==> src/rtl/synth_pkg.sv <==
// synth_pkg: definitions shared by the synth core's PWM transmitter and the
// pwm_demod receiver, so both sides agree on width and period.
//   SYNTH_WIDTH    - default sample width used by the synth core
//   demod_state_t  - receiver FSM states (ACQ: searching, RUN: tracking edges)
//   pwm_period()   - PWM period in clocks for a given sample width (2**width)
package synth_pkg;

  localparam int SYNTH_WIDTH = 8;

  typedef enum logic {
    ACQ = 1'b0,
    RUN = 1'b1
  } demod_state_t;

  function automatic int pwm_period(input int width);
    return 1 << width;
  endfunction

endpackage

==> src/rtl/pwm_sync.sv <==
// pwm_sync: brings the asynchronous PWM input into the clk domain and flags
// rising edges.
//   clk    - clock, rising edge
//   rstn   - synchronous active-low reset, clears all three flops
//   pwm_in - asynchronous PWM stream
//   pwm_s  - synchronised PWM level (two flops after pwm_in)
//   rise   - high for one cycle when pwm_s goes 0 -> 1
module pwm_sync (
  input  logic clk,
  input  logic rstn,
  input  logic pwm_in,
  output logic pwm_s,
  output logic rise
);

  logic meta;
  logic pwm_d;

  always_ff @(posedge clk) begin
    if (!rstn) begin
      meta  <= 1'b0;
      pwm_s <= 1'b0;
      pwm_d <= 1'b0;
    end else begin
      meta  <= pwm_in;
      pwm_s <= meta;
      pwm_d <= pwm_s;
    end
  end

  assign rise = pwm_s & ~pwm_d;

endmodule

==> src/rtl/pwm_demod.sv <==
// pwm_demod: recovers one WIDTH-bit sample per PWM period (PERIOD = 2**WIDTH
// clocks) by measuring high-time between consecutive rising edges.
//   clk        - clock, rising edge
//   rstn       - synchronous active-low reset
//   pwm_in     - asynchronous PWM stream
//   sample_o   - recovered sample (held until replaced)
//   valid_o    - sample_o holds an unconsumed sample
//   ready_i    - consumer takes the sample when valid_o & ready_i
//   locked     - LOCK_N consecutive periods of exactly PERIOD clocks seen
//   period_err - one-cycle pulse after a rise that ended a wrong-length period
//   overrun    - sticky: a sample was dropped because the buffer was full
//   state_dbg  - current FSM state
//
// Handshake: a sample transfers on any rising edge where valid_o & ready_i.
// valid_o never drops without a transfer; a new sample arriving while the
// held one is unconsumed is discarded and recorded in overrun.
module pwm_demod
  import synth_pkg::*;
#(
  parameter int WIDTH  = SYNTH_WIDTH,
  parameter int LOCK_N = 4
) (
  input  logic             clk,
  input  logic             rstn,
  input  logic             pwm_in,
  output logic [WIDTH-1:0] sample_o,
  output logic             valid_o,
  input  logic             ready_i,
  output logic             locked,
  output logic             period_err,
  output logic             overrun,
  output demod_state_t     state_dbg
);

  localparam int             PERIOD   = pwm_period(WIDTH);
  localparam logic [WIDTH:0] CNT_ONE  = (WIDTH+1)'(1);
  localparam logic [WIDTH:0] PER_FULL = (WIDTH+1)'(PERIOD);
  // One clock past a full period with no rise means the edge is missing.
  localparam logic [WIDTH:0] PER_TMO  = (WIDTH+1)'(PERIOD + 1);
  localparam logic [3:0]     LOCK_C   = 4'(LOCK_N);

  logic pwm_s;
  logic rise;

  pwm_sync u_sync (
    .clk    (clk),
    .rstn   (rstn),
    .pwm_in (pwm_in),
    .pwm_s  (pwm_s),
    .rise   (rise)
  );

  demod_state_t   state, state_nxt;
  logic [WIDTH:0] per_cnt;
  logic [WIDTH:0] hi_cnt;
  logic [3:0]     good_cnt;

  logic             emit;
  logic [WIDTH-1:0] emit_val;
  logic             err_nxt;
  logic             good_clr;
  logic             good_inc;
  logic             cnt_restart;  // per_cnt/hi_cnt <= 1
  logic             cnt_zero;     // per_cnt/hi_cnt <= 0

  always_comb begin
    state_nxt   = state;
    emit        = 1'b0;
    emit_val    = '0;
    err_nxt     = 1'b0;
    good_clr    = 1'b0;
    good_inc    = 1'b0;
    cnt_restart = 1'b0;
    cnt_zero    = 1'b0;
    case (state)
      ACQ: begin
        if (rise) begin
          // First period after acquisition is partial; measure from here.
          state_nxt   = RUN;
          cnt_restart = 1'b1;
        end else if (per_cnt == PER_FULL) begin
          // Constant level: report 0% or 100%. Reloading 0 makes the
          // free-running cadence PERIOD+1 edges.
          emit     = 1'b1;
          emit_val = {WIDTH{pwm_s}};
          cnt_zero = 1'b1;
        end
      end
      RUN: begin
        if (rise) begin
          cnt_restart = 1'b1;
          if (per_cnt == PER_FULL) begin
            emit     = 1'b1;
            emit_val = hi_cnt[WIDTH-1:0];
            good_inc = 1'b1;
          end else begin
            err_nxt  = 1'b1;
            good_clr = 1'b1;
          end
        end else if (per_cnt == PER_TMO) begin
          emit        = 1'b1;
          emit_val    = {WIDTH{pwm_s}};
          good_clr    = 1'b1;
          cnt_restart = 1'b1;
          state_nxt   = ACQ;
        end
      end
      default: state_nxt = ACQ;
    endcase
  end

  always_ff @(posedge clk) begin
    if (!rstn) begin
      state      <= ACQ;
      per_cnt    <= '0;
      hi_cnt     <= '0;
      good_cnt   <= '0;
      sample_o   <= '0;
      valid_o    <= 1'b0;
      period_err <= 1'b0;
      overrun    <= 1'b0;
    end else begin
      state      <= state_nxt;
      period_err <= err_nxt;

      if (cnt_restart) begin
        per_cnt <= CNT_ONE;
        hi_cnt  <= CNT_ONE;
      end else if (cnt_zero) begin
        per_cnt <= '0;
        hi_cnt  <= '0;
      end else begin
        per_cnt <= per_cnt + CNT_ONE;
        hi_cnt  <= hi_cnt + {{WIDTH{1'b0}}, pwm_s};
      end

      if (good_clr) begin
        good_cnt <= '0;
      end else if (good_inc && (good_cnt != LOCK_C)) begin
        good_cnt <= good_cnt + 4'd1;
      end

      if (emit) begin
        if (!valid_o || ready_i) begin
          sample_o <= emit_val;
          valid_o  <= 1'b1;
        end else begin
          overrun <= 1'b1;
        end
      end else if (ready_i) begin
        valid_o <= 1'b0;
      end
    end
  end

  assign locked    = (good_cnt == LOCK_C);
  assign state_dbg = state;

endmodule

==> config.mk <==
export PLATFORM = sky130hd
export DESIGN_NAME = pwm_demod
export DESIGN_NICKNAME = d
export VERILOG_FILES = /design/src/rtl/synth_pkg.sv /design/src/rtl/pwm_sync.sv /design/src/rtl/pwm_demod.sv
export SDC_FILE = /design/constraint.sdc
export NUM_CORES = 1
export LEC_CHECK = 0
export CORE_ASPECT_RATIO = 1.1
export CORE_MARGIN = 5
export CORE_UTILIZATION = 59
export DETAILED_ROUTE_END_ITERATION = 10
export GPL_ROUTABILITY_DRIVEN = 0
export PLACE_DENSITY = 0.83
export SKIP_LAST_GASP = 1
export SLEW_MARGIN = 20
export SYNTH_ARGS = -nofsm -noshare
export SYNTH_HDL_FRONTEND = slang
export SYNTH_HIERARCHICAL = 1
export SYNTH_SLANG_ARGS = --single-unit
export TNS_END_PERCENT = 10
==> constraint.sdc <==
create_clock -name clk -period 5.1 [get_ports clk]
set_clock_uncertainty 0.05 [all_clocks]
set_input_delay 1.02 -clock clk [delete_from_list [all_inputs] [get_ports clk]]
set_output_delay 1.02 -clock clk [all_outputs]
set_load 0.01 [all_outputs]
==> results of run 1 <==
## layout by cell type (no fill, tap or decap), types with 2 or more instances in the layout
master | netlist | layout
sky130_fd_sc_hd__nand2_1 | 21 | 21
sky130_fd_sc_hd__nand3_1 | 12 | 12
sky130_fd_sc_hd__and2_1 | 3 | 3
sky130_fd_sc_hd__and3_1 | 2 | 2
sky130_fd_sc_hd__nor2_1 | 23 | 23
sky130_fd_sc_hd__a22oi_1 | 8 | 8
sky130_fd_sc_hd__or3_1 | 2 | 2
sky130_fd_sc_hd__ha_1 | 7 | 7
sky130_fd_sc_hd__clkbuf_4 | 0 | 5
sky130_fd_sc_hd__o21ai_0 | 3 | 3
sky130_fd_sc_hd__dfxtp_1 | 36 | 36
sky130_fd_sc_hd__a21oi_1 | 6 | 6
sky130_fd_sc_hd__nor3_1 | 2 | 2
sky130_fd_sc_hd__xnor2_1 | 4 | 4
sky130_fd_sc_hd__mux2i_1 | 3 | 3
sky130_fd_sc_hd__inv_1 | 7 | 7
sky130_fd_sc_hd__xor2_1 | 11 | 11
sky130_fd_sc_hd__clkdlybuf4s50_1 | 0 | 16
sky130_fd_sc_hd__clkbuf_1 | 3 | 2
sky130_fd_sc_hd__nor4b_1 | 2 | 2
sky130_fd_sc_hd__nand4_1 | 5 | 5
## layer usage
metal  track usage [%]  up-vias
li1                  -      666
met1              20.4      619
met2              30.5       34
met3              6.48       10
met4              10.8        0
met5                 0        -
## path summary, 6_finish.rpt
path	cells after the start	endpoint	from
hold / removal	1	u_sync/pwm_s	u_sync/meta
setup / recovery	4	locked	good_cnt[0]
hold reg to reg	1	u_sync/pwm_s	u_sync/meta
setup reg to reg	4	sample_o[2]	per_cnt[4]
## layout make-up
cell class	count	area share, %
Clock buffer	8	3.17
Tap cell	33	2.23
Multi-Input combinational cell	133	45.7
Sequential cell	36	38.9
Timing Repair Buffer	16	8.64
Inverter	7	1.42
## metrics by stage
| step | instances | util, % | cell area [um2] |
|---|---|---|---|
| 2_1_floorplan | 183 | - | 1630 |
| 3_3_place_gp | 225 | 66.4 | 1800 |
| 3_5_place_dp | 225 | 66.4 | 1800 |
| 4_1_cts | 233 | 68.6 | 1850 |
| 5_1_grt | 233 | 68.6 | 1850 |
| 6_report | 233 | 68.6 | 1850 |
## cell families after synthesis
kind of cell	count (synthesis)	share of synthesized area [%]
AND/OR/NAND/NOR	83	26.5
flip-flops	36	44.3
AO/OA/AOI/OAI	25	10.2
XOR/XNOR	15	8.07
buffers and inverters	14	3.69
adder cells (fa/ha/maj)	7	5.38
multiplexers	3	1.84
## worst max-delay path: cells and delay by family, from the launching register on
| family | cells | cell delay [ns] |
|---|---|---|
| buffers and inverters | 2 | 0.57 |
| AND/OR/NAND/NOR | 1 | 0.23 |
| adder cells (fa/ha/maj) | 1 | 0.21 |
| flip-flops | 1 | 0.39 |
## state kept, by name (all words and copies together) (netlist names)
register and flops:
valid_o 1, u_sync/pwm_s 1, sample_o 8, u_sync/meta 1, period_err 1, good_cnt 4, state_dbg 1, hi_cnt 8
overrun 1, per_cnt 9, u_sync/pwm_d 1
## power breakdown
| part | total [W] | internal (W) | switching [W] |
|---|---|---|---|
| registers | 0.000292 | 0.000286 | 0.00000640 |
| clock network | 0.000157 | 0.0000680 | 0.0000895 |
| logic | 0.0000360 | 0.0000149 | 0.0000211 |
| total | 0.000486 | 0.000369 | 0.000117 |
==> reports/metrics.csv, run 1 <==
metric,value,unit
status,"finished, final reports clean",
area of the die,3910,um2
fraction of layout instances using a drive strength above 1,7.00,%
post-layout worst setup margin,2.30,ns
met1 wire length,1.33,mm
worst hold-check slack,0.395,ns
met2 wire length,1.67,mm
setup total negative slack,0,ns
clk sink count,36,
total leakage power,0.757,nW
detailed-placement wirelength estimate,2.40,mm
nets@finish,210,
IO Pins,17,
final number of hold-violating endpoints,0,
cell area after technology mapping,1630,um2
Placeable Area,2700,um2
number of antenna violations at the first check in global routing,0,
number of unique standard cell types used by synthesis,40,
path type of the worst setup path,flop to output pin,
crit path max-delay cell type,sky130_fd_sc_hd__clkdlybuf4s50_1,
multi-input combinational cell area,847,um2
part of the Yosys area used for sequential elements,44.3,%
Pwr per Cell Area,262,nW/um2
H-tree Lvls,2,
Cell Rows,20,
maxcap violations,0,
total track usage,18.7,%
global-route wire length before repair,5.45,mm
clock latency at the later pin of the worst-skew pair,0.35,ns
top routing layer in use,met4,
number of nets with antenna violations after detailed routing,0,
number of synthesized register bits,36,
hold buffers post-CTS,0,
Post-Synthesis Mean Instance Area,8.90,um2
number of vias after detailed routing,1329,
worst-path maximum fanout,4,
required arrival time at the worst endpoint,4.03,ns
class of the tightest hold or removal check,flop to flop,
"top cells by area, synth","sky130_fd_sc_hd__dfxtp_1, sky130_fd_sc_hd__xor2_1, sky130_fd_sc_hd__ha_1, sky130_fd_sc_hd__nor2_1, sky130_fd_sc_hd__nand2_1",
Fillers,218,
number of endpoints failing setup at the final stage,0,
total inserted antenna cells,0,
RSZ-0062 raised after global routing,no,
overall die width,60.1,um
1st-iter DRT viols,50,
post-DR wirelength/cell,14.1,um
clock-pin slew reported for the worst setup and hold paths after clock tree synthesis,0.10,ns
"Period Utilization, post-route",55.0,%
maximum operating frequency,0.357,GHz
port bufs,16,
worst voltage drop across the vdd grid,0.215,mV
post-synthesis cell count,183,
area used by sequential logic in the layout,721,um2
share of the synthesized area in the top cell type,44.3,%
internal reg-to-reg setup slack,3.03,ns
slew at the pin with the worst max-slew slack,0.781,ns
synthesized net count,194,
Final Max Slew Viols,0,
TritonCTS buffer count,5,
synthesis warning total,6,
crit end category,output pin,
fraction of registers with async set/reset,0,%
total of cells resized after clock tree synthesis,0,
Pre-Repair DR Iteration Count,4,
critical path launch point type,flop,
peak per-stage delay on the critical path,0.48,ns
via/cell ratio,5.70,
CTS tree,done,
crit path DAT,1.73,ns
pin count of the biggest net entering global routing,18,
crit path time final,2.80,ns
clock root buffer master,sky130_fd_sc_hd__clkbuf_4,
total chip power,0.000486,W
maximum number of buffers from clock root to sink,2,
Vert. Die Dim,65.1,um
Slew HR,47.2,%
total detailed-routing wirelength,3.30,mm
DP Worst Slack,2.17,ns
area delta synth->final,13.9,%
"Primary FF master, synth",sky130_fd_sc_hd__dfxtp_1,
number of synthesized flops with an enable pin,0,
initial cell density of the core,60.2,%
Post-route DRC,0,
"area leader, netlist",sky130_fd_sc_hd__dfxtp_1,
number of buffers inserted by post-CTS setup repair,0,
"Remaining Overflow, GRT",0,
wire length on met3,191,um
ordered cell list for the critical path,inv_1 > ha_1 > and3b_2 > clkdlybuf4s50_1,
leading cell types by count after synthesis,"sky130_fd_sc_hd__dfxtp_1, sky130_fd_sc_hd__nor2_1, sky130_fd_sc_hd__nand2_1, sky130_fd_sc_hd__nand3_1, sky130_fd_sc_hd__xor2_1",
via count of the first global-routing pass,1287,
most frequently used cell type in the post-synthesis netlist,sky130_fd_sc_hd__dfxtp_1,
(Power assumes the default switching activity.)
==> run 2, diff against run 1 <==
Settings changed: CORE_UTILIZATION 59 to 50, PLACE_DENSITY 0.83 to 0.75.
Clock period 5.1 ns to 2.4 ns, I/O delays scaled along.
==> reports/metrics.csv, run 2 (synthesized netlist as in run 1, its figures left out) <==
metric,value,unit,change
status,"finished, final reports clean",,
post-layout worst setup margin,0.164,ns,-2.13 ns
ordered cell list for the critical path,inv_1 > ha_1 > and3b_2 > clkdlybuf4s50_1,,
"Most flops, register",per_cnt,,
setup total negative slack,0,ns,unchanged
Final Max Slew Viols,0,,unchanged
Finished Core Util,61.3,%,-7.4 points
clk sink count,36,,unchanged
number of endpoints failing setup at the final stage,0,,unchanged
critical path launch point type,flop,,
area after detailed placement,1820,um2,+1.3%
total of cells resized after clock tree synthesis,0,,unchanged
maxcap violations,0,,unchanged
initial cell density of the core,52.5,%,-7.7 points
"Remaining Overflow, GRT",0,,unchanged
clock-pin slew reported for the worst setup and hold paths after clock tree synthesis,0.11,ns,about the same
nets@finish,213,,+1.4%
Placeable Area,3100,um2,+15%
maximum number of buffers from clock root to sink,2,,unchanged
path type of the worst setup path,flop to output pin,,
hold buffers post-CTS,0,,unchanged
Vert. Die Dim,69.8,um,+7.3%
post-DR wirelength/cell,14.1,um,-0.23%
final number of hold-violating endpoints,0,,unchanged
Pwr per Cell Area,590,nW/um2,+130%
area used by sequential logic in the layout,721,um2,unchanged
max FFs per register,9,,unchanged
1st-iter DRT viols,103,,+110%
via/cell ratio,5.62,,-1.5%
total leakage power,0.781,nW,+3.1%
Cell Rows,21,,+5.0%
CTS tree,done,,
total inserted antenna cells,0,,unchanged
area of the die,4500,um2,+15%
worst hold path stage count,1,,unchanged
"Period Utilization, post-route",93.2,%,
most frequent cells in the layout,"sky130_fd_sc_hd__dfxtp_1, sky130_fd_sc_hd__nor2_1, sky130_fd_sc_hd__nand2_1, sky130_fd_sc_hd__clkdlybuf4s50_1, sky130_fd_sc_hd__nand3_1",,
number of antenna violations at the first check in global routing,0,,unchanged
overall die width,64.4,um,+7.2%
class of the tightest hold or removal check,flop to flop,,
total detailed-routing wirelength,3.34,mm,+1.5%
Slew HR,41.9,%,-5.3 points
number of buffers inserted by post-CTS setup repair,0,,unchanged
clock root buffer master,sky130_fd_sc_hd__clkbuf_4,,
crit path DAT,1.71,ns,-0.02 ns
RSZ-0062 raised after global routing,no,,
area delta synth->final,16.7,%,
pin count of the biggest net entering global routing,17,,-1
registers with the most flip-flops,"per_cnt x9, hi_cnt x8, sample_o x8",,
peak per-stage delay on the critical path,0.48,ns,about the same
Fillers,284,,+30%
"leading cell type in the layout, fill and taps excluded",sky130_fd_sc_hd__dfxtp_1,,
H-tree Lvls,2,,unchanged
maximum operating frequency,0.447,GHz,
TritonCTS buffer count,5,,unchanged
worst voltage drop across the vdd grid,0.549,mV,+160%
DP Worst Slack,0.409,ns,-1.76 ns
via count of the first global-routing pass,1388,,+7.8%
total track usage,16.7,%,-1.9 points
r2r worst-path depth,4,,unchanged
detailed-placement wirelength estimate,2.42,mm,+1.2%
multi-input combinational cell area,847,um2,unchanged
slew at the pin with the worst max-slew slack,0.860,ns,+0.0785 ns
fraction of layout instances using a drive strength above 1,9.36,%,+2.4 points
required arrival time at the worst endpoint,1.87,ns,-2.16 ns
port bufs,16,,unchanged
number of nets with antenna violations after detailed routing,0,,unchanged
crit path time final,2.24,ns,
IO Pins,17,,unchanged
crit path max-delay cell type,sky130_fd_sc_hd__clkdlybuf4s50_1,,
total chip power,0.00112,W,+130%
total non-filler cell area in the finished layout,1900,um2,+2.4%
number of vias after detailed routing,1332,,+0.23%
Pre-Repair DR Iteration Count,4,,unchanged
global-route wire length before repair,5.98,mm,+9.6%
worst-path maximum fanout,4,,unchanged
crit end category,output pin,,
clock latency at the later pin of the worst-skew pair,0.34,ns,about the same
Post-route DRC,0,,unchanged
==> run 2: cell count changes in the layout (fill, tap and decap cells not counted) <==
cell | previous run | this run
sky130_fd_sc_hd__clkbuf_1 | 2 | 0
sky130_fd_sc_hd__clkinvlp_4 | 0 | 1
sky130_fd_sc_hd__bufinv_16 | 0 | 1
sky130_fd_sc_hd__clkbuf_8 | 1 | 0
sky130_fd_sc_hd__buf_4 | 0 | 3
sky130_fd_sc_hd__clkinv_2 | 0 | 1
==> run 2: worst paths after layout <==
check              start            to  slack (ns)
max          good_cnt[0]        locked        0.16
max reg2reg   per_cnt[4]   good_cnt[3]        0.40
min          u_sync/meta  u_sync/pwm_s        0.40
min reg2reg  u_sync/meta  u_sync/pwm_s        0.40
==> run 2: critical path, delay by kind of cell, from the launching register on <==
family        cells  cell delay (ns)
flops             1             0.39
fa+ha+maj         1             0.19
buf+inv           2             0.57
simple gates      1             0.22
==> run 2: through the flow <==
stage / hold slack [ns] / cells
CTS: 0.403 / 237
floorplan: 0.362 / 183
global route: 0.428 / 237
finish: 0.398 / 237
global placement: 0.367 / 229
detailed placement: 0.375 / 229
==> run 2: where the power goes <==
part	internal (W)	total (W)	switching (W)
registers	0.000608	0.000621	0.0000138
clock network	0.000217	0.000419	0.000202
logic	0.0000338	0.0000793	0.0000455
total	0.000858	0.00112	0.000262
==> run 2: layout make-up <==
cell class | count | share of cell area (%)
tap | 34 | 2.24
sequential | 36 | 37.9
clock buffer | 5 | 1.98
clock inverter | 3 | 2.24
inverter | 7 | 1.38
multi-input combinational | 133 | 44.6
timing repair buffer | 19 | 9.62
==> run 2: layer usage <==
| metal | vias to the layer above | wire length (um) | global-route usage (%) |
|---|---|---|---|
| met5 | - | 0 | 0 |
| met2 | 24 | 1710 | 28.4 |
| met4 | 0 | 20 | 7.98 |
| met3 | 2 | 149 | 5.83 |
| li1 | 671 | - | - |
| met1 | 635 | 1460 | 18.3 |
